===== config.mk =====
export PLATFORM = sky130hd
export DESIGN_NAME = wb_arbiter2
export DESIGN_NICKNAME = d
export VERILOG_FILES = /design/src/rtl/wb_arbiter2.sv
export SDC_FILE = /design/constraint.sdc
export NUM_CORES = 1
export LEC_CHECK = 0
export ABC_CLOCK_PERIOD_IN_PS = 1970
export CAP_MARGIN = 10
export CORE_AREA = 8 8 116 118
export CTS_CLUSTER_DIAMETER = 30
export DETAILED_ROUTE_END_ITERATION = 12
export DIE_AREA = 0 0 124 126
export PLACE_DENSITY = 0.66
export SLEW_MARGIN = 25
export SYNTH_ARGS = -nofsm -noshare
export SYNTH_HDL_FRONTEND = slang
export SYNTH_SLANG_ARGS = --single-unit

===== constraint.sdc =====
create_clock -name clk -period 1.97 [get_ports clk]
set_input_delay 0.591 -clock clk [delete_from_list [all_inputs] [get_ports clk]]
set_output_delay 0.591 -clock clk [all_outputs]
set_load 0.05 [all_outputs]

===== src/rtl/wb_arbiter2.sv =====
// Two-master to one-slave Wishbone classic arbiter.
// The instruction-fetch port (inst_*) and the load/store port (data_*) share
// one slave bus (ram_*). Ownership covers a whole cyc-bounded bus cycle, and
// the bus always passes through one IDLE cycle between owners. ack is routed
// only to the owner. An optional watchdog answers a hung slave with err.
module wb_arbiter2 #(
   parameter  int ADDR_W     = 32,
   parameter  int DATA_W     = 32,
   parameter  int FIXED_PRIO = 0,   // 0: round-robin on ties, 1: data wins ties
   parameter  int TIMEOUT    = 0,   // unacked strobe cycles before err, 0 = off
   localparam int SEL_W      = DATA_W / 8
) (
   input  logic              clk,
   input  logic              reset,

   input  logic [ADDR_W-1:0] inst_addr,
   input  logic [DATA_W-1:0] inst_wdata,
   input  logic [SEL_W-1:0]  inst_sel,
   input  logic              inst_we,
   input  logic              inst_cyc,
   input  logic              inst_stb,
   output logic [DATA_W-1:0] inst_rdata,
   output logic              inst_ack,
   output logic              inst_err,

   input  logic [ADDR_W-1:0] data_addr,
   input  logic [DATA_W-1:0] data_wdata,
   input  logic [SEL_W-1:0]  data_sel,
   input  logic              data_we,
   input  logic              data_cyc,
   input  logic              data_stb,
   output logic [DATA_W-1:0] data_rdata,
   output logic              data_ack,
   output logic              data_err,

   output logic [ADDR_W-1:0] ram_addr,
   output logic [DATA_W-1:0] ram_wdata,
   output logic [SEL_W-1:0]  ram_sel,
   output logic              ram_we,
   output logic              ram_cyc,
   output logic              ram_stb,
   input  logic [DATA_W-1:0] ram_rdata,
   input  logic              ram_ack
);

   typedef enum logic [1:0] {
      IDLE     = 2'd0,
      OWN_INST = 2'd1,
      OWN_DATA = 2'd2
   } state_t;

   state_t state;
   state_t state_next;
   logic   rr_data;        // 1 = data master was served last
   logic   rr_next;
   logic   own_cyc;        // owner's cyc, 0 when idle
   logic   own_stb;        // owner's stb, 0 when idle
   logic   expire;         // watchdog fires this cycle

   // Owner register and round-robin pointer.
   always_ff @(posedge clk) begin
      // NOTE: state registers use non-blocking assignments so every flop
      // samples the pre-edge values regardless of block ordering.
      if (reset) begin
         state   <= IDLE;
         rr_data <= 1'b1;   // first tie after reset goes to inst
      end else begin
         state   <= state_next;
         rr_data <= rr_next;
      end
   end

   // Arbitration decision and owner-to-slave request mux.
   always_comb begin
      // NOTE: every output of this block gets a default first, so no path
      // through the case statement can leave a latch behind.
      state_next = state;
      rr_next    = rr_data;
      own_cyc    = 1'b0;
      own_stb    = 1'b0;
      ram_addr   = '0;
      ram_wdata  = '0;
      ram_sel    = '0;
      ram_we     = 1'b0;
      case (state)
         IDLE: begin
            // ram_ack is ignored here: a late ack from a released cycle sinks.
            if (inst_cyc && data_cyc) begin
               if ((FIXED_PRIO != 0) || !rr_data) begin
                  state_next = OWN_DATA;
                  rr_next    = 1'b1;
               end else begin
                  state_next = OWN_INST;
                  rr_next    = 1'b0;
               end
            end else if (inst_cyc) begin
               state_next = OWN_INST;
               rr_next    = 1'b0;
            end else if (data_cyc) begin
               state_next = OWN_DATA;
               rr_next    = 1'b1;
            end
         end
         OWN_INST: begin
            own_cyc   = inst_cyc;
            own_stb   = inst_stb;
            ram_addr  = inst_addr;
            ram_wdata = inst_wdata;
            ram_sel   = inst_sel;
            ram_we    = inst_we;
            if (!inst_cyc) state_next = IDLE;
         end
         OWN_DATA: begin
            own_cyc   = data_cyc;
            own_stb   = data_stb;
            ram_addr  = data_addr;
            ram_wdata = data_wdata;
            ram_sel   = data_sel;
            ram_we    = data_we;
            if (!data_cyc) state_next = IDLE;
         end
         default: state_next = IDLE;
      endcase
   end

   generate
      if (TIMEOUT > 0) begin : g_wd
         localparam int CNT_W = $clog2(TIMEOUT + 1);
         localparam logic [CNT_W-1:0] CNT_LAST = CNT_W'(TIMEOUT - 1);

         logic [CNT_W-1:0] wd_cnt;
         logic             stb_pending;

         // A strobe is outstanding when the owner strobes and the slave is silent.
         assign stb_pending = own_cyc && own_stb && !ram_ack;
         // The TIMEOUT-th consecutive outstanding cycle expires; an ack wins.
         assign expire = stb_pending && (wd_cnt == CNT_LAST);

         // Count outstanding strobe cycles; the clear on expiry keeps it from wrapping.
         always_ff @(posedge clk) begin
            if (reset || !stb_pending || expire) wd_cnt <= '0;
            else                                 wd_cnt <= wd_cnt + CNT_W'(1);
         end
      end else begin : g_no_wd
         assign expire = 1'b0;
      end
   endgenerate

   // The expiry cycle withdraws the request from the slave.
   assign ram_cyc = own_cyc && !expire;
   assign ram_stb = own_stb && !expire;

   // Read data is broadcast; each master qualifies it with its own ack.
   assign inst_rdata = ram_rdata;
   assign data_rdata = ram_rdata;

   assign inst_ack = (state == OWN_INST) && ram_ack;
   assign data_ack = (state == OWN_DATA) && ram_ack;
   assign inst_err = (state == OWN_INST) && expire;
   assign data_err = (state == OWN_DATA) && expire;

endmodule


; ---- Yosys cells after proc, flatten, opt, wreduce, memory -nomap -nowiden
; Cells that the tools add are included.
[totals]
ff_bits = 3
latch_bits = 0
ram_bits = 0
romBits = 0
input_bits = 177
output_inout_bits = 139
word_cells = 31
mem_count = 0
[op_classes]
n_addsub = 0
n_mul = 0
div_mod_pow = 0
order_cmp = 0
eq_ne = 5
n_shift = 0
n_mux = 17
bitwise = 0
reduce_logical = 7
[op_table]
columns = op, n
row1 = $pmux 32 s2, 2
row2 = $mux 2, 6
row3 = $pmux 4 s2, 1
row4 = $pmux 1 s2, 3
row5 = $pmux 2 s3, 1
row6 = $mux 1, 4
row7 = $ne 2x2->1 const B, 2
row8 = $ne 4x4->1 const B, 1
row9 = $logic_and 1x1->1, 3
row10 = $reduce_and 3->1, 1
row11 = $reduce_bool 3->1, 1
row12 = $eq 2x1->1 const B, 1
row13 = $eq 2x2->1 const B, 1
row14 = $logic_not 2->1, 1
row15 = $reduce_and 2->1, 1

; ---- Longest topological paths before layout
[logic_depth]
depth_word = 4
mapped_depth = 6
depth_no_buf = 5

; ---- Worst setup path before layout
; Ideal clock, no wire load.
[synth_path]
path_type = flip-flop to output port
start = reg state[0]
end = out ram_addr[0]
arrival_ps = 1687
required_ps = 1379
slack_ps = -308
stages_incl_launch_ff = 5
path_buffers = 1
path_cell_list = dfxtp_1 -> inv_1 -> ha_1 -> clkbuf_1 -> nor2b_1
[synth_via]
elab_chain_cells = 2
elab_cells_between_ends = 3
cone_classes = eq/ne: 2 / mux: 1
[synth_lines]
columns = element, line
row1 = from (decl), 52  ; state_t state;
row2 = from (signal assigned), 68  ; state <= state_next;
row3 = $eq 2x2->1 or $eq 2x1->1 (tied branches), 85  ; case (state)
row4 = $pmux 32 s2 (*), 85
row5 = to (decl), 36  ; output logic [ADDR_W-1:0] ram_addr,
; Mark *: on every way between the ends. The rest lies on a longest branch, timed or not.

; ---- Worst setup path after layout
[layout_path]
start = reg state[0]
end = out ram_addr[4]
; The elaborated chain is that of the path after synthesis.

==> qor.txt <==
===========================================================================================
Internal power consumption                                                          1.74 mW
Count of boundary I/O pins                                                              316
Ratio of total power to cell area                                                496 mW/mm2
Startpoint type of the worst setup path                                           flip-flop
Cell type with the highest occurrence count on the critical path                     buf_12
Residual DRC                                                                              0
Vias per cell                                                                          4.52
Total buffers and inverters traversed by the critical path                                3
All-layer global routing usage                                                        0.142
Critical Path AT                                                                    1.57 ns
Data required time at the worst endpoint                                            1.38 ns
Depth of the worst register-to-register path                                              7
Fraction of final layout cells sized beyond drive strength 1                          0.608
Maximum buffer depth of the clock tree                                                    2
Wire per inst                                                                       23.0 um
Uppermost signal routing layer after detailed routing                                  met4
Critical path class                                                              reg -> out
Maximum fanout encountered on the critical timing path                                   23
Top cell family by delay on the critical path                                  buffers and inverters
Clock insertion delay at the later pin of the skew report                           0.22 ns
Syn-to-layout area delta                                                               227%
Result of the run                                                              complete, but fails checks
Max-slew violation count                                                                  0
Final period util                                                                      1.09
Detailed route wirelength on metal2                                                 6.99 mm
TritonCTS clock tree                                                                  built
Hold WC Path Type                                                                reg -> reg
Number of buffers inserted by hold repair at cts                                          0
Average cell area after synthesis                                                  7.05 um2
Top cells by instance count after synthesis                                    71 x nor2b_1, 70 x a22oi_1, 67 x buf_4
Number of flops mapped to enable cells by yosys                                           0
Die Y                                                                                126 um
Delay of the slowest cell on the worst path                                         0.32 ns
Final number of setup-violating endpoints                                                72
Max-cap violations                                                                        0
Post-synth top area share                                                             0.295
WL met1                                                                             4.39 mm
Number of nets with antenna violations after routing                                      0
Largest net degree at the start of global routing                                        33
Number of buffer cells added on primary ports                                           217
Htree depth                                                                               1
Post-synthesis cell type with the largest combined area                             a22oi_1
Post-synthesis cell area                                                        0.00178 mm2
Flip-flop and latch count after synthesis                                                 3
Sequential Power Share                                                                0.026
Post-layout instance count excluding filler cells                                       563
End point of the critical path                                                  ram_addr[4]
Standard-cell row count                                                                  40
Async set or reset register ratio after synthesis                                         0
Clock transition at the registers of the reported paths                             0.03 ns
Fmax achieved                                                                     0.464 GHz
Crit. path cell count                                                                     6
Worst setup slack after layout                                                    -0.187 ns
Critical-path cell list                                                        buf_4, ha_4, buf_12, a22oi_1, nor2b_4, buf_12
Number of buffers created by CTS                                                          3
Total number of yosys warnings                                                            0
Number of global-route vias before repair                                              2856
Number of design-rule violations left by the first detailed-router iteration             55
Net Switching                                                                       1.15 mW
Clk Tree Root Cell                                                                clkbuf_16
Placed Cells                                                                            539
GP Congestion                                                                         0.738
Core Area                                                                        0.0117 mm2
Proportion of synthesized chip area in sequential cells                              0.0337
Number of detailed-routing iterations run before antenna repair                           4
Combinational share of power                                                          0.862
Commonest register cell after synthesis                                             dfxtp_1
Initial antenna violation count                                                           0
Overall via count from detail_route                                                    2547
Cell with the most instances after synthesis                                        nor2b_1
Global-route wire length before repair                                              17.0 mm
Antenna fix cells                                                                         0
Total length of routed wires                                                        13.0 mm
Reg2Reg Setup Slack                                                                 0.32 ns
Unrepaired setup endpoints after global routing                                        true
Met3 WL                                                                             1.16 mm
VDD IR-drop max                                                                  0.000288 V
Starting density of the core                                                          0.152
Sum of overflow across all layers after global routing                                    0
Number of endpoints with negative hold slack in the final report                          0
DIE AREA                                                                         0.0156 mm2
Dominant cells by area after synthesis                                         a22oi_1 29%, buf_4 28%, nor2b_1 25%
Leak Pwr                                                                            1.91 nW
CP startpoint                                                                      state[0]
Slowest cell on the critical path                                                   dfxtp_2
Final min period                                                                    2.16 ns
Share of total power consumed by net switching                                        0.397
Final Net Count                                                                         597
Distinct cell type count of the synthesized netlist                                      20
# clock sinks                                                                             3
Synth Instances                                                                         253
Endpoint class of the critical path                                             output port
Final Skew                                                                      0.000894 ns
Clk network pwr share                                                                 0.111
Overall power of the completed layout                                               2.89 mW
Worst reg2reg startpoint                                                           state[0]
Failing checks                                                                 setup timing
FF-to-FF End                                                                       state[1]
HPWL after DPL                                                                      8.25 mm
Die X                                                                                124 um
===========================================================================================
## worst min-delay path by stage
stage                         from       end  slack (ns)  depth (start not counted)
after global placement     rr_data   rr_data        0.54                          2
after floorplan           state[1]  state[1]        0.50                          2
after detailed placement   rr_data   rr_data        0.56                          2
after global routing      state[1]  state[1]        0.58                          2
final                     state[1]  state[1]        0.56                          2
after CTS                 state[0]  state[0]        0.56                          2
## logic make-up after synthesis
family / count (synthesis) / share of synthesized area
buffers and inverters: 91 / 0.343
and+or+nand+nor: 78 / 0.274
AOI/OAI and AO/OA: 77 / 0.326
adders and majority gates: 3 / 0.0211
DFF: 3 / 0.0337
other: 1 / 0.00210
## cell usage in the layout (no fill, tap or decap), types with 2 or more instances in the layout
| cell | instances |
|---|---|
| a22oi_1 | 5 |
| a22oi_2 | 66 |
| and2_4 | 2 |
| buf_12 | 82 |
| buf_16 | 6 |
| buf_4 | 6 |
| buf_6 | 2 |
| clkbuf_16 | 9 |
| clkdlybuf4s50_1 | 143 |
| conb_1 | 2 |
| dfxtp_2 | 2 |
| ha_4 | 3 |
| nand3b_1 | 2 |
| nor2b_4 | 71 |
| o32ai_1 | 2 |
## cell type report
| type | instances | area, um2 |
|---|---|---|
| multi-input combinational | 160 | 2020 |
| sequential | 3 | 62.6 |
| inverter | 2 | 10.0 |
| timing repair buffer | 247 | 3480 |
| clock buffer | 4 | 78.8 |
| tap | 147 | 184 |
| fill | 1060 | 5880 |
## metrics by stage
step                worst slack [ns]  instance area [um2]  setup TNS [ns]  hold slack, ns   util
global placement              -0.156                 4590           -5.50           0.536  0.392
detailed placement            -0.165                 4590           -6.41           0.556  0.392
finish                        -0.187                 5830          -10.62           0.558  0.498
global route                  -0.234                 5830          -14.63           0.578  0.498
CTS                           -0.181                 5470          -10.63           0.562  0.467
floorplan                    -0.0597                 1960           -4.18           0.505      -
## state kept, by name, summed over array words and instances (netlist names)
signal / count
rr_data: 1
state: 2
## power by group through the flow
| stage | logic [mW] | clock network, mW | registers, mW |
|---|---|---|---|
| 2_1_floorplan | 1.15 | 0 | 0.0727 |
| 3_3_place_gp | 1.60 | 0 | 0.0734 |
| 3_5_place_dp | 1.63 | 0 | 0.0739 |
| 4_1_cts | 2.27 | 0.328 | 0.0747 |
| 5_1_grt | 2.60 | 0.340 | 0.0767 |
| 6_report | 2.50 | 0.322 | 0.0756 |
## worst register-to-register path, stage by stage, from the launching register on
cell and delay, ns:
dfxtp_2 0.32, buf_4 0.14, ha_4 0.19, buf_12 0.16, a22oi_2 0.25, buf_4 0.16
a21boi_1 0.19, o32ai_1 0.10
## routing by layer
layer / global-route usage / vias to the layer above
met5: 0 / -
met4: 0.0574 / 0
met3: 0.0442 / 45
met2: 0.268 / 125
met1: 0.138 / 1224
li1: - / 1153
## timing repair
item | 4_1_cts | 5_1_grt
endpoints found under the setup margin | 73 | 73
resized for setup | 124 | 38
pin swaps | 2 | 2
gates cloned | 6 | 8
setup buffers | 5 | 1
No activity file was read; power rests on OpenSTA's default activity.
